`src/rtl/mips_run_ctrl.sv`:
```
`timescale 1ns/1ps
// -----------------------------------------------------------------------------
// mips_run_ctrl
//
// Run controller for the pipelined MIPS32 core. It streams a program into
// instruction memory, releases the core for a watchdog-bounded run, and after
// HALT walks the register file against an expected-value table.
//
// Ports
//   clk1         : sole clock, rising edge
//   rst_n        : asynchronous active-low reset (aborts to IDLE)
//   start        : begin a load (IDLE or DONE only)
//   ld_valid/ld_data/ld_last/ld_ready : program word stream handshake
//   imem_we/imem_addr/imem_wdata      : imem write port (combinational on accept)
//   cpu_hold     : core frozen whenever not in RUN
//   cpu_init     : one-cycle pulse in the first RUN cycle (clears PC/flags)
//   cpu_halted   : core HALTED flag
//   rf_raddr/rf_rdata/exp_rdata       : register walk and expected table
//   done/pass/timeout/fail_idx/cycles/words_loaded : registered run status
// -----------------------------------------------------------------------------
module mips_run_ctrl #(
    parameter int ADDR_W  = 10,
    parameter int CHECK_N = 6,
    parameter int TIMEOUT = 1024,
    parameter int CNT_W   = 16
) (
    input  logic              clk1,
    input  logic              rst_n,
    input  logic              start,
    input  logic              ld_valid,
    input  logic [31:0]       ld_data,
    input  logic              ld_last,
    output logic              ld_ready,
    output logic              imem_we,
    output logic [ADDR_W-1:0] imem_addr,
    output logic [31:0]       imem_wdata,
    output logic              cpu_hold,
    output logic              cpu_init,
    input  logic              cpu_halted,
    output logic [4:0]        rf_raddr,
    input  logic [31:0]       rf_rdata,
    input  logic [31:0]       exp_rdata,
    output logic              done,
    output logic              pass,
    output logic              timeout,
    output logic [4:0]        fail_idx,
    output logic [CNT_W-1:0]  cycles,
    output logic [ADDR_W:0]   words_loaded
);

    localparam logic [2:0] ST_IDLE  = 3'd0;
    localparam logic [2:0] ST_LOAD  = 3'd1;
    localparam logic [2:0] ST_RUN   = 3'd2;
    localparam logic [2:0] ST_CHECK = 3'd3;
    localparam logic [2:0] ST_DONE  = 3'd4;

    localparam logic [CNT_W-1:0]  CYC_LIMIT = CNT_W'(TIMEOUT - 1);
    localparam logic [4:0]        IDX_LAST  = 5'(CHECK_N - 1);
    localparam logic [ADDR_W-1:0] PTR_LAST  = {ADDR_W{1'b1}};

    logic [2:0]        state_r;
    logic [ADDR_W-1:0] ptr_r;
    logic [ADDR_W:0]   words_r;
    logic [CNT_W-1:0]  cycles_r;
    logic [4:0]        idx_r;
    logic              init_r;
    logic              done_r;
    logic              pass_r;
    logic              timeout_r;
    logic [4:0]        fail_idx_r;

    logic              accept_s;
    logic              load_end_s;
    logic              match_s;

    // Stream handshake decode: accept, implicit/explicit end of load, compare.
    always_comb begin
        accept_s   = 1'b0;
        load_end_s = 1'b0;
        match_s    = (rf_rdata == exp_rdata);
        if (state_r == ST_LOAD) begin
            accept_s   = ld_valid;
            // Last imem slot truncates the stream exactly like ld_last.
            load_end_s = ld_valid & (ld_last | (ptr_r == PTR_LAST));
        end else begin
            accept_s   = 1'b0;
            load_end_s = 1'b0;
        end
    end

    assign ld_ready     = (state_r == ST_LOAD);
    assign imem_we      = accept_s;
    assign imem_addr    = ptr_r;
    assign imem_wdata   = accept_s ? ld_data : 32'd0;
    assign cpu_hold     = (state_r != ST_RUN);
    assign cpu_init     = init_r;
    assign rf_raddr     = (state_r == ST_CHECK) ? idx_r : 5'd0;
    assign done         = done_r;
    assign pass         = pass_r;
    assign timeout      = timeout_r;
    assign fail_idx     = fail_idx_r;
    assign cycles       = cycles_r;
    assign words_loaded = words_r;

    // Controller state machine and registered run status.
    always_ff @(posedge clk1 or negedge rst_n) begin
        if (!rst_n) begin
            state_r    <= ST_IDLE;
            ptr_r      <= {ADDR_W{1'b0}};
            words_r    <= {(ADDR_W+1){1'b0}};
            cycles_r   <= {CNT_W{1'b0}};
            idx_r      <= 5'd0;
            init_r     <= 1'b0;
            done_r     <= 1'b0;
            pass_r     <= 1'b0;
            timeout_r  <= 1'b0;
            fail_idx_r <= 5'd0;
        end else begin
            init_r <= 1'b0;
            case (state_r)
                ST_IDLE, ST_DONE: begin
                    if (start) begin
                        // A restart clears every status field on the same edge.
                        state_r    <= ST_LOAD;
                        ptr_r      <= {ADDR_W{1'b0}};
                        words_r    <= {(ADDR_W+1){1'b0}};
                        cycles_r   <= {CNT_W{1'b0}};
                        idx_r      <= 5'd0;
                        done_r     <= 1'b0;
                        pass_r     <= 1'b0;
                        timeout_r  <= 1'b0;
                        fail_idx_r <= 5'd0;
                    end else begin
                        state_r <= state_r;
                    end
                end
                ST_LOAD: begin
                    if (accept_s) begin
                        ptr_r   <= ptr_r + ADDR_W'(1'b1);
                        words_r <= words_r + (ADDR_W+1)'(1'b1);
                    end else begin
                        ptr_r   <= ptr_r;
                        words_r <= words_r;
                    end
                    if (load_end_s) begin
                        state_r <= ST_RUN;
                        init_r  <= 1'b1;
                    end else begin
                        state_r <= ST_LOAD;
                    end
                end
                ST_RUN: begin
                    cycles_r <= cycles_r + CNT_W'(1'b1);
                    // Halt is tested first so it wins over a coincident timeout.
                    if (cpu_halted) begin
                        state_r <= ST_CHECK;
                        idx_r   <= 5'd0;
                    end else if (cycles_r == CYC_LIMIT) begin
                        state_r   <= ST_DONE;
                        done_r    <= 1'b1;
                        timeout_r <= 1'b1;
                        pass_r    <= 1'b0;
                    end else begin
                        state_r <= ST_RUN;
                    end
                end
                ST_CHECK: begin
                    if (!match_s) begin
                        state_r    <= ST_DONE;
                        done_r     <= 1'b1;
                        pass_r     <= 1'b0;
                        fail_idx_r <= idx_r;
                    end else if (idx_r == IDX_LAST) begin
                        state_r <= ST_DONE;
                        done_r  <= 1'b1;
                        pass_r  <= 1'b1;
                    end else begin
                        idx_r <= idx_r + 5'd1;
                    end
                end
                default: begin
                    state_r <= ST_IDLE;
                end
            endcase
        end
    end

endmodule

```
`config.mk`:
```
export PLATFORM = sky130hd
export DESIGN_NAME = mips_run_ctrl
export DESIGN_NICKNAME = d
export VERILOG_FILES = /design/src/rtl/mips_run_ctrl.sv
export SDC_FILE = /design/constraint.sdc
export NUM_CORES = 1
export LEC_CHECK = 0
export ABC_CLOCK_PERIOD_IN_PS = 4240
export CAP_MARGIN = 15
export CORE_UTILIZATION = 41
export DETAILED_ROUTE_END_ITERATION = 6
export GPL_TIMING_DRIVEN = 0
export PLACE_DENSITY = 0.83
export SETUP_SLACK_MARGIN = 0.3
export SLEW_MARGIN = 20
export SYNTH_ARGS = -nofsm -noshare
export SYNTH_HDL_FRONTEND = slang
export SYNTH_SLANG_ARGS = --single-unit
export TNS_END_PERCENT = 50
```
`constraint.sdc`:
```
create_clock -name clk1 -period 4.24 [get_ports clk1]
set_input_delay 1.06 -clock clk1 [delete_from_list [all_inputs] [get_ports clk1]]
set_output_delay 1.06 -clock clk1 [all_outputs]
set_load 0.05 [all_outputs]
```
Word-level counts from Yosys, hierarchy flattened --
Cells that the tools add are included. Widths: inputs -> output; s select.
Storage, ports and cells: bits in registers 54, input bits 102, output and inout port bits 86, logic and storage cells 86
Operators by class: $add $sub $neg 4, equal/unequal tests 18, multiplexer cells 39, bitwise operators 2, reduce and logical (&&, ||, !) cells 13
Operators with widths (count):
- $eq 32x32->1 | 1
- $mux 32 | 1
- $pmux 16 s2 | 1
- $mux 5 | 6
- $mux 11 | 2
- $pmux 11 s2 | 1
- $mux 10 | 2
- $pmux 10 s2 | 1
- $add 16x1->16 const B | 1
- $eq 16x10->1 const B | 1
- $mux 16 | 1
- $mux 3 | 5
- $pmux 5 s3 | 1
- $ne 2x2->1 const B | 7
- $mux 1 | 12
- $pmux 3 s4 | 1
- $add 11x1->11 const B | 1
- $add 10x1->10 const B | 1
- $eq 10x10->1 const B | 1
- $pmux 5 s2 | 1
- $reduce_and 5->1 | 2
- $eq 3x2->1 const B | 2
- $ne 3x2->1 const B | 2
- $pmux 1 s3 | 2
- 16 further kinds | 20

Longest topological paths before layout --
Gate-level depths: netlist (run 1).
depth in word-level cells 6, mapped depth 10, depth with buffers taken out 9

Worst setup path before layout (run 1) --
OpenSTA, ideal clock, no wires.
path type reg-to-output, start register state_r[0], end output imem_wdata[26], data arrival time 2.770 ns, required time 3.180 ns, slack 0.410 ns, cell stages (with the launch flop) 8, path buffers 2, cell sequence dfrtp_1 -> buf_2 -> nand2b_1 -> nor2_1 -> nand2_1 -> inv_2 -> clkbuf_1 -> and2_1
Between the ends: word-level cells in the longest chain between the ends 3
RTL lines:
- start, declared | line 61 | logic [2:0] state_r;
- start signal, assigned | line 134 | state_r <= state_r;
- $eq 3x1->1
- net ld_ready | line 33 | output logic ld_ready,
- $mux 1 | line 81 | if (state_r == ST_LOAD) begin
- net imem_we | line 34 | output logic imem_we,
- $mux 32 | line 94 | assign imem_wdata = accept_s ? ld_data : 32'd0;
- end, declared | line 36 | output logic [31:0] imem_wdata,
The timed path passes the listed nets, and every way through them passes these cells.

Worst setup path in the final report (run 1) --
start input ld_valid, end output imem_we
Between the ends: word-level cells in the longest chain between the ends 1
RTL lines:
- start, declared | line 30 | input logic ld_valid,
- $mux 1 | line 81
- end, declared | line 34
No other way between the ends.

==> flow_summary_export.csv, run 1 <==
group,metric,value,unit
critical_path,rrSetupSlack,1.95,ns
logic_synthesis,syn_inst,363,
detailed_routing,drt-total-wl,9370,um
critical_path,startpoint_type,"primary input",
sta,slew_headroom,55.28,%
sta,finalClockSkew,0.006397,ns
clocking,clock_path_buffers,2,
power,p_per_area,388.6,nW/um2
critical_path,r2r-start,"state_r[0]$_DFFE_PN0P_",
job,drv_cap,0,
logic_synthesis,yosysUniqueCellTypes,50,
clocking,clock_sinks,54,
sta,rsz0062_at_grt,"yes",
critical_path,crit_chain,"clkdlybuf4s50_1, nand2_1, inv_2, clkbuf_1, clkdlybuf4s50_1",
clocking,cts.clk_slew.worst_paths,0.10,ns
detailed_routing,drt-wirelength-per-cell,14.20,um
die,io-pin-count,188,
layout,design_area,5373,um2
layout,final_cells,660,
sta,tightest_slew,0.6708,ns
critical_path,end_kind,"output port",
clocking,cts_tree,"yes",
global_routing,antenna_found_initial,0,
sta,finalSetupTns,0,ns
logic_synthesis,syn_nets,470,
global_routing,grt_max_degree,55,
logic_synthesis,ys.flop_type,"dfrtp_1",
layout,post-route-util,69.89,%
logic_synthesis,yosys_warnings,0,
critical_path,path_max_fanout,10,
logic_synthesis,synth_top_area_share,41.73,%
die,die_h,90.87,um
logic_synthesis,synthesis.area,3238,um2
die,rows,32,
detailed_routing,drtPass1Iterations,6,
layout,fillers,617,
layout,ff_latch_area,1351,um2
sta,setup_violations,0,
sta,slew_violations,0,
place,gp_congestion,0.8868,
clocking,cts.hold.buffers_added,0,
place,dpl.cell_count,652,
critical_path,arrival,3.01,ns
logic_synthesis,ys_seq_elements,54,
die,die_w,90.87,um
clocking,cts-htree-levels,2,
clocking,root_buffer,"clkbuf_8",
critical_path,cpPeakStageDelay,0.88,ns
critical_path,path_buf_inv,4,
layout,area_growth,65.92,%
place,post-place-ws,0.009538,ns
clocking,clock_latency,0.31,ns
logic_synthesis,yosys-top-cells-area,"dfrtp_1, xor2_1, and2_1",
critical_path,rr_worst_depth,7,
layout,finalNetCount,664,
layout,num_antenna_cells,0,
critical_path,critical-path-top-delay-family,"buffers and inverters",
global_routing,grt_pass1_vias,3298,
die,coreArea,7687,um2
worst_hold_path,min-delay-start,"done$_DFFE_PN0P_",
detailed_routing,dr_total_vias,3339,
sta,fmax,0.2456,GHz
logic_synthesis,synth_edf_count,0,
detailed_routing,drcViolationCount,0,
clocking,cts-buffers-inserted,5,
logic_synthesis,synth.avg_cell_area,8.920,um2
worst_hold_path,min_path_cells,1,
global_routing,grt_pass1_wl,15220,um
place,post-dp-hpwl,7536,um
place,placed_area,5235,um2
detailed_routing,ant_nets,0,
worst_hold_path,whs_endpoint,"done$_DFFE_PN0P_",
logic_synthesis,synth.largest_area_cell,"dfrtp_1",
critical_path,worstSetupPathDepth,5,
power,leakagePower,2.568,nW
critical_path,critPathSlowestCell,"clkdlybuf4s50_1",
layout,layout-drive-gt1-share,3.047,%
die,die-area,8257,um2
detailed_routing,vias_per_cell,5.059,
layout,multi_input_area,1794,um2
critical_path,critPathRequiredTime,3.18,ns
sta,period_needed,4.071,ns
place,numPortBuffers,187,
critical_path,crit_type,"primary input to output port",
logic_synthesis,synth.most_common_cell,"dfrtp_1",
logic_synthesis,ys_seq_area_share,41.73,%
die,initial_utilization,42.12,%
critical_path,crit_top_cell,"clkdlybuf4s50_1",
global_routing,grt_overflow,0,
logic_synthesis,synth_common_cells,"dfrtp_1, xor2_1, nand2_1, and2_1, nor2_1",
detailed_routing,drt_iter0_markers,145,
sta,timing.final.crit_share,96.01,%
power,vdd_drop_max,0.2553,mV
run_status,status,"finished clean",
global_routing,track_usage,22.74,%
critical_path,worst_r2r_endpoint,"words_loaded[7]$_DFFE_PN0P_",
clocking,post_cts_buffers,0,
sta,hold_viol,0,
sta,finalWorstSetupSlack,0.1691,ns
worst_hold_path,hold_path.class,"flop to flop",
logic_synthesis,async_flop_share,100.0,%
-- metrics by stage --
step	hold slack [ns]	power, mW
floorplan	0.4939	1.337
global placement	0.4936	1.749
detailed placement	0.4948	1.771
CTS	0.5178	2.099
global route	0.5430	2.201
finish	0.5194	2.088
-- how the worst max path moves through the flow --
stage	start	to	slack (ns)
floorplan	state_r[0]$_DFFE_PN0P_	imem_wdata[26]	0.41
global placement	ld_valid	imem_wdata[1]	0.05
detailed placement	ld_valid	imem_wdata[1]	0.01
CTS	ld_valid	imem_wdata[21]	0.09
global route	ld_valid	imem_we	0.04
finish	ld_valid	imem_we	0.17
-- area by class of cell --
class | instances | area share, %
Clock inverter | 3 | 0.8384
Timing Repair Buffer | 187 | 35.24
Buffer | 13 | 0.9548
Clock buffer | 5 | 1.281
Sequential cell | 54 | 25.15
Multi-Input combinational cell | 285 | 33.40
Inverter | 11 | 0.7685
Tap cell | 102 | 2.375
-- what timing repair did --
item / 4_1_cts / 5_1_grt
resized for setup: 19 / 16
hold endpoints to repair: 0 / 0
pin swaps: 0 / 0
cloned: 0 / 0
setup endpoints to repair: 33 / 33
-- cells in the final DEF, fill, tap and decap left out, types with 5 or more instances in the layout --
| cell type | Yosys | routed |
|---|---|---|
| clkdlybuf4s50_1 | 0 | 154 |
| clkbuf_1 | 11 | 11 |
| dfrtp_1 | 54 | 54 |
| nor4_1 | 8 | 8 |
| dlygate4sd2_1 | 0 | 13 |
| ha_1 | 5 | 5 |
| and2_1 | 36 | 36 |
| xor2_1 | 46 | 46 |
| nand3_1 | 12 | 12 |
| inv_1 | 9 | 9 |
| dlymetal6s2s_1 | 0 | 16 |
| and3_1 | 6 | 6 |
| nor2_1 | 31 | 31 |
| a21oi_1 | 9 | 9 |
| nand2_1 | 39 | 39 |
| nand4_1 | 14 | 14 |
| o21ai_0 | 23 | 23 |
| mux2i_1 | 6 | 6 |
| clkbuf_8 | 0 | 5 |
-- worst register-to-register path, delay by kind of cell, from the launching register on --
family                 cells  cell delay (ns)
AND/OR/NAND/NOR            5             1.46
flip-flops                 1             0.38
buffers and inverters      1             0.17
XOR/XNOR                   1             0.17
-- metal layers --
metal	up-vias	track usage [%]	routed length, um
met2	121	40.47	4839
met5	-	0	0
met3	11	5.219	537
li1	1645	-	-
met4	0	5.423	155
met1	1562	27.77	3838
-- kinds of logic after synthesis --
family	Yosys count	synth area share [%]
AO/OA/AOI/OAI	60	11.78
AND/OR/NAND/NOR	166	26.78
buffers and inverters	24	2.859
multiplexers	7	2.203
XOR/XNOR	47	12.71
adder cells (fa/ha/maj)	5	1.932
flip-flops	54	41.73
-- power by group --
group | internal (mW) | switching, mW | total, mW
Sequential | 0.562 | 0.0519 | 0.614
Combinational | 0.386 | 0.737 | 1.12
Clock | 0.176 | 0.175 | 0.351
-- sequential cells by signal (all words and copies together) (netlist names) --
| signal | cells |
|---|---|
| cpu_init | 1 |
| cycles | 16 |
| idx_r | 5 |
| done | 1 |
| state_r | 3 |
| fail_idx | 5 |
| timeout | 1 |
| pass | 1 |
| imem_addr | 10 |
| words_loaded | 11 |
No activity file was read; power rests on OpenSTA's default activity.
==> run 2, diff against run 1 <==
--- a/config.mk
+++ b/config.mk
@@ -12,7 +12,6 @@
 export GPL_TIMING_DRIVEN = 0
 export PLACE_DENSITY = 0.83
 export SETUP_SLACK_MARGIN = 0.3
-export SLEW_MARGIN = 20
 export SYNTH_ARGS = -nofsm -noshare
 export SYNTH_HDL_FRONTEND = slang
 export SYNTH_SLANG_ARGS = --single-unit
==> flow_summary_export.csv, run 2 (same netlist as run 1, synthesis figures left out) <==
group,metric,value,unit
critical_path,rr_worst_depth,10,
die,coreArea,7687,um2
layout,ff_latch_area,1351,um2
job,drv_cap,0,
detailed_routing,drt-wirelength-per-cell,14.37,um
die,die_w,90.87,um
detailed_routing,drt-total-wl,9498,um
layout,post-route-util,70.17,%
global_routing,track_usage,23.27,%
power,p_total,2.100,mW
layout,finalNetCount,665,
power,p_per_area,389.3,nW/um2
sta,fmax,0.2461,GHz
sta,finalSetupTns,0,ns
worst_hold_path,hold_path.class,"flop to flop",
detailed_routing,ant_nets,0,
sta,tightest_slew,0.6478,ns
layout,layout_common_cells,"clkdlybuf4s50_1, dfrtp_1, xor2_1",
global_routing,grt_max_degree,37,
clocking,cts_resized,22,
sta,slew_headroom,56.72,%
clocking,cts-buffers-inserted,5,
detailed_routing,dr_total_vias,3365,
layout,final_cells,661,
power,leakagePower,2.567,nW
die,initial_utilization,42.12,%
sta,hold_viol,0,
global_routing,grt_pass1_vias,3315,
sta,setup_violations,0,
sta,period_needed,4.063,ns
layout,area_growth,66.58,%
critical_path,r2r-start,"state_r[0]$_DFFE_PN0P_",
clocking,post_cts_buffers,0,
layout,largest_reg_flops,16,
critical_path,end_kind,"output port",
detailed_routing,drcViolationCount,0,
critical_path,startpoint,"ld_valid",
die,die-area,8257,um2
sta,timing.final.crit_share,95.83,%
run_status,status,"finished clean",
clocking,cts.hold.buffers_added,0,
critical_path,startpoint_type,"primary input",
critical_path,arrival,3.00,ns
clocking,clock_sinks,54,
place,numPortBuffers,187,
die,io-pin-count,188,
detailed_routing,drt_iter0_markers,148,
global_routing,grt_overflow,0,
critical_path,crit_type,"primary input to output port",
clocking,clock_latency,0.32,ns
sta,finalClockSkew,0.009040,ns
global_routing,grt_pass1_wl,15500,um
layout,fillers,600,
global_routing,antenna_found_initial,0,
clocking,cts.clk_slew.worst_paths,0.10,ns
power,vdd_drop_max,0.1983,mV
place,gp_congestion,0.8868,
clocking,clock_path_buffers,2,
critical_path,path_max_fanout,10,
detailed_routing,drtPass1Iterations,4,
layout,final_common_cell,"clkdlybuf4s50_1",
critical_path,rrSetupSlack,1.96,ns
clocking,cts-htree-levels,2,
clocking,root_buffer,"clkbuf_8",
die,rows,32,
sta,slew_violations,0,
worst_hold_path,min_path_cells,1,
critical_path,worst_r2r_endpoint,"words_loaded[7]$_DFFE_PN0P_",
sta,rsz0062_at_grt,"yes",
place,post-dp-hpwl,7623,um
layout,num_antenna_cells,0,
critical_path,crit_end,"imem_we",
layout,multi_input_area,1794,um2
place,dpl.cell_count,653,
die,die_h,90.87,um
detailed_routing,vias_per_cell,5.091,
critical_path,critPathRequiredTime,3.18,ns
layout,layout-drive-gt1-share,3.220,%
sta,whs,0.5164,ns
clocking,cts_tree,"yes",
[run 2: per-layer routing]
metal / vias up / global-route usage, % / part of all wire, %
met4: 0 / 6.217 / 1.3
li1: 1647 / - / -
met1: 1592 / 28.58 / 40
met2: 115 / 41.04 / 53
met3: 11 / 5.135 / 5.8
met5: - / 0 / 0
[run 2: worst min-delay path by stage]
stage / from / slack, ns / to
final: timeout$_DFFE_PN0P_ / 0.52 / timeout$_DFFE_PN0P_
after global routing: timeout$_DFFE_PN0P_ / 0.54 / timeout$_DFFE_PN0P_
after CTS: done$_DFFE_PN0P_ / 0.52 / done$_DFFE_PN0P_
after detailed placement: timeout$_DFFE_PN0P_ / 0.49 / timeout$_DFFE_PN0P_
after global placement: timeout$_DFFE_PN0P_ / 0.49 / timeout$_DFFE_PN0P_
after floorplan: idx_r[4]$_DFFE_PN0P_ / 0.49 / idx_r[4]$_DFFE_PN0P_
[run 2: stage by stage]
stage	cell area [um2]	worst slack, ns
6_report	5394	0.1770
5_1_grt	5394	0.04980
4_1_cts	5354	0.1174
3_5_place_dp	5253	-0.004071
3_3_place_gp	5238	0.04703
2_1_floorplan	3238	0.4101
[run 2: power by group]
part	switching, mW	total (mW)	internal (mW)
clock	0.182	0.358	0.176
sequential	0.0522	0.614	0.562
combinational	0.738	1.13	0.389
total	0.972	2.10	1.13
[run 2: worst max-delay path, stage by stage]
cell and delay [ns]:
clkdlybuf4s50_1 0.48, nand2_1 0.09, inv_2 0.17, clkbuf_1 0.32, clkdlybuf4s50_1 0.88
[run 2: cell type report]
class,count,share of cell area (%)
inverter,11,0.7655
tap,102,2.366
sequential,54,25.05
clock buffer,5,1.276
timing repair buffer,188,35.49
buffer,13,0.9511
clock inverter,3,0.8351
multi-input combinational,285,33.26
